<file path="config.mk">
export PLATFORM = sky130hd
export DESIGN_NAME = spi_byte_xcvr
export DESIGN_NICKNAME = d
export VERILOG_FILES = /design/src/rtl/spi_byte_xcvr_pkg.sv /design/src/rtl/spi_byte_xcvr_clk_div.sv /design/src/rtl/spi_byte_xcvr.sv
export SDC_FILE = /design/constraint.sdc
export NUM_CORES = 1
export LEC_CHECK = 0
export CORE_ASPECT_RATIO = 1.2
export CORE_MARGIN = 4
export CORE_UTILIZATION = 55
export CTS_CLUSTER_DIAMETER = 50
export CTS_CLUSTER_SIZE = 24
export DETAILED_ROUTE_END_ITERATION = 8
export PLACE_DENSITY = 0.8
export SKIP_CTS_REPAIR_TIMING = 1
export SYNTH_ARGS = -nofsm -noshare
export SYNTH_HDL_FRONTEND = slang
export SYNTH_SLANG_ARGS = --single-unit
</file>
<file path="constraint.sdc">
create_clock -name clk -period 2.8 [get_ports clk]
set_input_delay 0.56 -clock clk [delete_from_list [all_inputs] [get_ports clk]]
set_output_delay 0.56 -clock clk [all_outputs]
set_load 0.005 [all_outputs]
</file>
<file path="src/rtl/spi_byte_xcvr_pkg.sv">
// Shared definitions for the byte-wide SPI master: word width, counter
// widths and the transfer FSM state encoding.
package spi_byte_xcvr_pkg;

  localparam int BYTE_W = 8;
  // Wide enough to hold the value BYTE_W (count of completed bits).
  localparam int BITCNT_W = 4;
  // Divider counter width; covers HALF_PERIOD up to 255.
  localparam int DIV_W = 8;

  typedef enum logic [1:0] {
    ST_IDLE     = 2'd0,
    ST_SCK_LOW  = 2'd1,
    ST_SCK_HIGH = 2'd2,
    ST_DONE     = 2'd3
  } xfer_state_e;

  // True while a byte is on the wire (divider running).
  function automatic logic in_transfer(xfer_state_e st);
    return (st == ST_SCK_LOW) || (st == ST_SCK_HIGH);
  endfunction

endpackage

</file>
<file path="src/rtl/spi_byte_xcvr_clk_div.sv">
// HALF_PERIOD tick generator. Counts clk cycles while enabled and pulses
// tick_o on the last cycle of each sclk half-period. The count is held at
// zero whenever the link is idle so every transfer starts phase-aligned to
// its accepting edge.
module spi_clk_divider
  import spi_byte_xcvr_pkg::*;
#(
  parameter int HALF_PERIOD = 1
) (
  input  logic clk,
  input  logic reset,
  input  logic en_i,
  output logic tick_o
);

  localparam logic [DIV_W-1:0] LAST = DIV_W'(HALF_PERIOD - 1);

  logic [DIV_W-1:0] cnt_q, cnt_d;

  assign tick_o = en_i && (cnt_q == LAST);

  // Next count: restart at every tick and whenever disabled.
  always_comb begin
    cnt_d = cnt_q;
    if (!en_i || tick_o) cnt_d = '0;
    else                 cnt_d = cnt_q + 1'b1;
  end

  // Counter register.
  always_ff @(posedge clk or posedge reset) begin
    if (reset) cnt_q <= '0;
    else       cnt_q <= cnt_d;
  end

endmodule

</file>
<file path="src/rtl/spi_byte_xcvr.sv">
// Byte-wide SPI master, mode 0, MSB first, full duplex. One accepted
// request produces exactly BYTE_W sclk pulses; miso is sampled on the clk
// edge that raises sclk and mosi changes on the edge that lowers it.
// cs after the byte follows the cs_at_end level captured with din, which
// lets a caller chain bytes into one chip-select frame.
module spi_byte_xcvr
  import spi_byte_xcvr_pkg::*;
#(
  parameter int HALF_PERIOD = 1
) (
  input  logic              clk,
  input  logic              reset,
  input  logic              send_request,
  input  logic [BYTE_W-1:0] din,
  input  logic              cs_at_end,
  input  logic              miso,
  output logic              mosi,
  output logic              sclk,
  output logic              cs,
  output logic [BYTE_W-1:0] dout,
  output logic              data_valid,
  output logic              processing,
  output logic [BITCNT_W-1:0] bit_counter
);

  xfer_state_e         state_q, state_d;
  logic [BYTE_W-1:0]   tx_sr_q, tx_sr_d;
  logic [BYTE_W-1:0]   rx_sr_q, rx_sr_d;
  logic                cs_end_q, cs_end_d;
  logic                mosi_q, mosi_d;
  logic                sclk_q, sclk_d;
  logic                cs_q, cs_d;
  logic [BYTE_W-1:0]   dout_q, dout_d;
  logic                dv_q, dv_d;
  logic                proc_q, proc_d;
  logic [BITCNT_W-1:0] bc_q, bc_d;
  logic [BITCNT_W-1:0] bc_inc;
  logic                tick;

  spi_clk_divider #(.HALF_PERIOD(HALF_PERIOD)) u_div (
    .clk   (clk),
    .reset (reset),
    .en_i  (in_transfer(state_q)),
    .tick_o(tick)
  );

  assign bc_inc = bc_q + 1'b1;

  // Next-state and output logic; every register holds unless a rule fires.
  always_comb begin
    state_d  = state_q;
    tx_sr_d  = tx_sr_q;
    rx_sr_d  = rx_sr_q;
    cs_end_d = cs_end_q;
    mosi_d   = mosi_q;
    sclk_d   = sclk_q;
    cs_d     = cs_q;
    dout_d   = dout_q;
    dv_d     = dv_q;
    proc_d   = proc_q;
    bc_d     = bc_q;

    case (state_q)
      // IDLE and DONE are identical: a finished byte may be followed
      // immediately by the next request.
      ST_IDLE, ST_DONE: begin
        sclk_d = 1'b0;
        if (send_request) begin
          tx_sr_d  = din;
          cs_end_d = cs_at_end;
          cs_d     = 1'b0;
          proc_d   = 1'b1;
          dv_d     = 1'b0;
          bc_d     = '0;
          mosi_d   = din[BYTE_W-1];
          state_d  = ST_SCK_LOW;
        end
      end

      ST_SCK_LOW: begin
        if (tick) begin
          sclk_d  = 1'b1;
          rx_sr_d = {rx_sr_q[BYTE_W-2:0], miso};
          state_d = ST_SCK_HIGH;
        end
      end

      ST_SCK_HIGH: begin
        if (tick) begin
          sclk_d = 1'b0;
          bc_d   = bc_inc;
          if (bc_inc < BITCNT_W'(BYTE_W)) begin
            tx_sr_d = {tx_sr_q[BYTE_W-2:0], 1'b0};
            mosi_d  = tx_sr_q[BYTE_W-2];
            state_d = ST_SCK_LOW;
          end else begin
            dout_d  = rx_sr_q;
            dv_d    = 1'b1;
            proc_d  = 1'b0;
            cs_d    = cs_end_q;
            mosi_d  = 1'b0;
            state_d = ST_DONE;
          end
        end
      end

      default: state_d = ST_IDLE;
    endcase
  end

  // State and datapath registers; reset returns the bus to idle at once.
  always_ff @(posedge clk or posedge reset) begin
    if (reset) begin
      state_q  <= ST_IDLE;
      tx_sr_q  <= '0;
      rx_sr_q  <= '0;
      cs_end_q <= 1'b1;
      mosi_q   <= 1'b0;
      sclk_q   <= 1'b0;
      cs_q     <= 1'b1;
      dout_q   <= '0;
      dv_q     <= 1'b0;
      proc_q   <= 1'b0;
      bc_q     <= '0;
    end else begin
      state_q  <= state_d;
      tx_sr_q  <= tx_sr_d;
      rx_sr_q  <= rx_sr_d;
      cs_end_q <= cs_end_d;
      mosi_q   <= mosi_d;
      sclk_q   <= sclk_d;
      cs_q     <= cs_d;
      dout_q   <= dout_d;
      dv_q     <= dv_d;
      proc_q   <= proc_d;
      bc_q     <= bc_d;
    end
  end

  assign mosi        = mosi_q;
  assign sclk        = sclk_q;
  assign cs          = cs_q;
  assign dout        = dout_q;
  assign data_valid  = dv_q;
  assign processing  = proc_q;
  assign bit_counter = bc_q;

endmodule

</file>
==> reports/metrics.yaml <==
global_route:
  grt_usage_pct: 19.25
  grt_pass1_wl_um: 7162
  grt_pass1_vias: 1542
  antenna_found_initial: 0
  grt-ovfl-total: 0
  grt_start_max_net_pins: 44
sta:
  finalSetupViolCount: 0
  tns_ps: 0
  worst_pin_slew_ps: 696.8
  hold_viol: 0
  fin_crit_ps: 2171
  slew_headroom_pct: 53.27
  period_share_pct: 77.54
  fin_worst_skew_ps: 8.928
  fmax_mhz: 460.6
  drv_slew: 0
  rsz0062_at_grt: "no"
drt:
  drc: 0
  wl_um: 4262
  final_antenna_net_count: 0
  routed_via_density: 5.584
  drt-met1-wl_um: 1720
  drtIter0Drc: 78
  wl_per_cell_um: 16.27
  dr.pass1.iters: 4
  dr.max_layer_used: "met4"
  wl_met3_um: 242
  met2_length_um: 2219
  vias: 1463
setup_path:
  cp.required_ps: 3020
  end_kind: "register"
  worstPathCellList: "inv_1 > ha_1 > nand2b_1 > a211oi_1 > a311oi_1 > a211oi_1"
  crit_cells: 6
  startpoint_type: "register"
  cpMostUsedCell: "a211oi_1"
  critPathBufInv: 1
  path_max_fanout: 12
  critPathKind: "register to register"
  max_stage_delay_ps: 640
  reg2reg_depth: 6
  cpLargestDelayFamily: "compound AO/OA/AOI/OAI gates"
  crit_slowest_cell: "a211oi_1"
  crit_arrival_ps: 2390
die:
  io_pins: 30
  start_util_pct: 57.10
  dieArea_mm2: 0.004859
  die_h_um: 75.56
  die_width_um: 64.30
  rows: 24
  core_mm2: 0.003664
finish:
  antenna_cells: 0
  syn2layout_area_growth_pct: 20.57
  drive_above_1_share_pct: 18.10
  postLayoutCellArea_mm2: 0.002522
  layout.nets: 228
clock_tree:
  cts.sinks: 43
  tritoncts: "built"
  cts-root-buf: "clkbuf_8"
  clock_latency_ps: 300
  clkSlewWorstSetupHoldPaths_ps: 90
  cts_buffer_depth: 2
  cts_made_buffers: 5
  cts-htree-levels: 2
placed_design:
  io_buffers: 29
  dp_hpwl_um: 3025
  routabilityCongestion: 0.8401
  dpl_cell_area_mm2: 0.002410
power_and_ir_drop:
  power.density_mw_per_mm2: 906.5
  internal-power_w: 0.001482
  p_sw_w: 0.0008048
  switching_share_pct: 35.20
  power_frac_seq_pct: 40.2
  p_leak_nw: 1.129
  vdd_ir_drop_max_v: 0.0004885
  p_comb_share_pct: 38.6
  p_clk_share_pct: 21.2
logic_synthesis:
  yosys_warnings: 0
  ys_types: 40
  async_flop_share_pct: 100.0
  synthCells: 177
  ys_ff_latch: 43
  synthesis.nets: 196
  synth_top_flop_cell: "dfrtp_1"
  yosysSeqAreaShare_pct: 51.56
  synth_edf_count: 0
  avgSynthCellArea_um2: 11.82
  syn_area_mm2: 0.002092
run:
  cap_violations: 0
min_path:
  holdPathStages: 2
  holdCritPathClass: "register to register"
run_status:
  status: "finished, final reports clean"
layout make-up:
cell class              instances  area [um2]
clock buffers                   5       68.82
clock inverters                 3       43.79
fillers                       288        1141
inverters                      12       45.04
multi-input cells             116       915.9
flip-flops and latches         43        1079
well taps                      52       65.06
repair buffers                 31       305.3
power by group through the flow:
stage / Sequential, W / Combinational, W / Clock, W
4_1_cts: 0.000917 / 0.000884 / 0.000497
6_report: 0.000919 / 0.000883 / 0.000485
3_5_place_dp: 0.000927 / 0.000879 / 0
3_3_place_gp: 0.000913 / 0.000836 / 0
5_1_grt: 0.000937 / 0.000976 / 0.000525
2_1_floorplan: 0.000890 / 0.000698 / 0
final timing paths:
kind | startpoint | end | slack (ps)
max | state_q[0] | tx_sr_q[2] | 630
min | data_valid | data_valid | 480
max reg2reg | state_q[0] | tx_sr_q[2] | 630
min reg2reg | data_valid | data_valid | 480
max in group asynchronous | reset | cs_end_q | 1740
min in group asynchronous | reset | dout[2] | 690
Yosys cell counts (2+ instances only):
| master | count | area share, % |
|---|---|---|
| a21oi_1 | 2 | 0.48 |
| and3_1 | 4 | 1.2 |
| buf_6 | 2 | 1.1 |
| inv_1 | 11 | 2.0 |
| a211oi_1 | 5 | 1.8 |
| nor2_1 | 16 | 2.9 |
| a311oi_1 | 3 | 1.3 |
| nand4_1 | 4 | 1.2 |
| o22ai_1 | 3 | 0.90 |
| dfstp_2 | 2 | 2.5 |
| mux2i_1 | 3 | 1.4 |
| ha_1 | 6 | 3.6 |
| dfrtp_1 | 41 | 49 |
| mux2_2 | 12 | 6.5 |
| nand2_1 | 9 | 1.6 |
| a31oi_1 | 4 | 1.2 |
| xor2_1 | 6 | 2.5 |
| o21ai_0 | 5 | 1.2 |
| nand3_1 | 8 | 1.9 |
| mux2_4 | 7 | 5.0 |
| o31ai_1 | 5 | 1.8 |
stage by stage:
| stage | power, W | hold WS [ps] | instances | utilization, % | setup WS, ps |
|---|---|---|---|---|---|
| 3_5_place_dp | 0.001806 | 462.1 | 254 | 65.78 | 496.3 |
| 3_3_place_gp | 0.001749 | 460.9 | 254 | 65.78 | 595.3 |
| 4_1_cts | 0.002299 | 483.6 | 262 | 68.85 | 652.3 |
| 5_1_grt | 0.002437 | 510.7 | 262 | 68.85 | 486.4 |
| 2_1_floorplan | 0.001588 | 448.4 | 177 | - | 969.9 |
| 6_report | 0.002287 | 479.7 | 262 | 68.85 | 628.8 |
cell families (layout without fill, tap and decap cells):
group                      after synthesis  after routing  synth area share (%)
buffers and inverters                   18             51                 4.664
DFF                                     43             43                 51.55
muxes                                   22             22                 12.92
AOI/OAI and AO/OA                       32             32                 10.59
xor gates and xnor gates                 8              8                 4.247
and+or+nand+nor                         48             48                 12.44
adders and majority gates                6              6                 3.588
flip-flops by register name, summed over array words and instances, names as in the netlist, 2 cells and up:
| register | cells |
|---|---|
| rx_sr_q | 8 |
| dout | 8 |
| tx_sr_q | 7 |
| bit_counter | 4 |
| u_div.cnt_q | 8 |
| state_q | 2 |
placed cells by master, fill, tap and decap left out, types with 4 or more instances in the layout:
| cell | n |
|---|---|
| xor2_1 | 6 |
| nand2_1 | 9 |
| ha_1 | 6 |
| nor2_1 | 16 |
| mux2_4 | 7 |
| a31oi_1 | 4 |
| dfrtp_1 | 41 |
| o21ai_0 | 5 |
| mux2_2 | 12 |
| nand3_1 | 8 |
| o31ai_1 | 5 |
| clkdlybuf4s50_1 | 29 |
| nand4_1 | 4 |
| and3_1 | 4 |
| a211oi_1 | 5 |
| inv_1 | 11 |
| clkbuf_8 | 5 |
per-layer routing:
layer,vias to the layer above,global-route usage (%)
met5,-,0
met4,0,8.685
met3,9,5.900
met2,39,34.75
met1,722,21.08
li1,693,-
tightest hold or removal path, delay by kind of cell (launching register included):
family | cells | cell delay (ps)
flip-flops | 1 | 350
AND/OR/NAND/NOR | 2 | 110
Power figures use the tool's default switching activity.
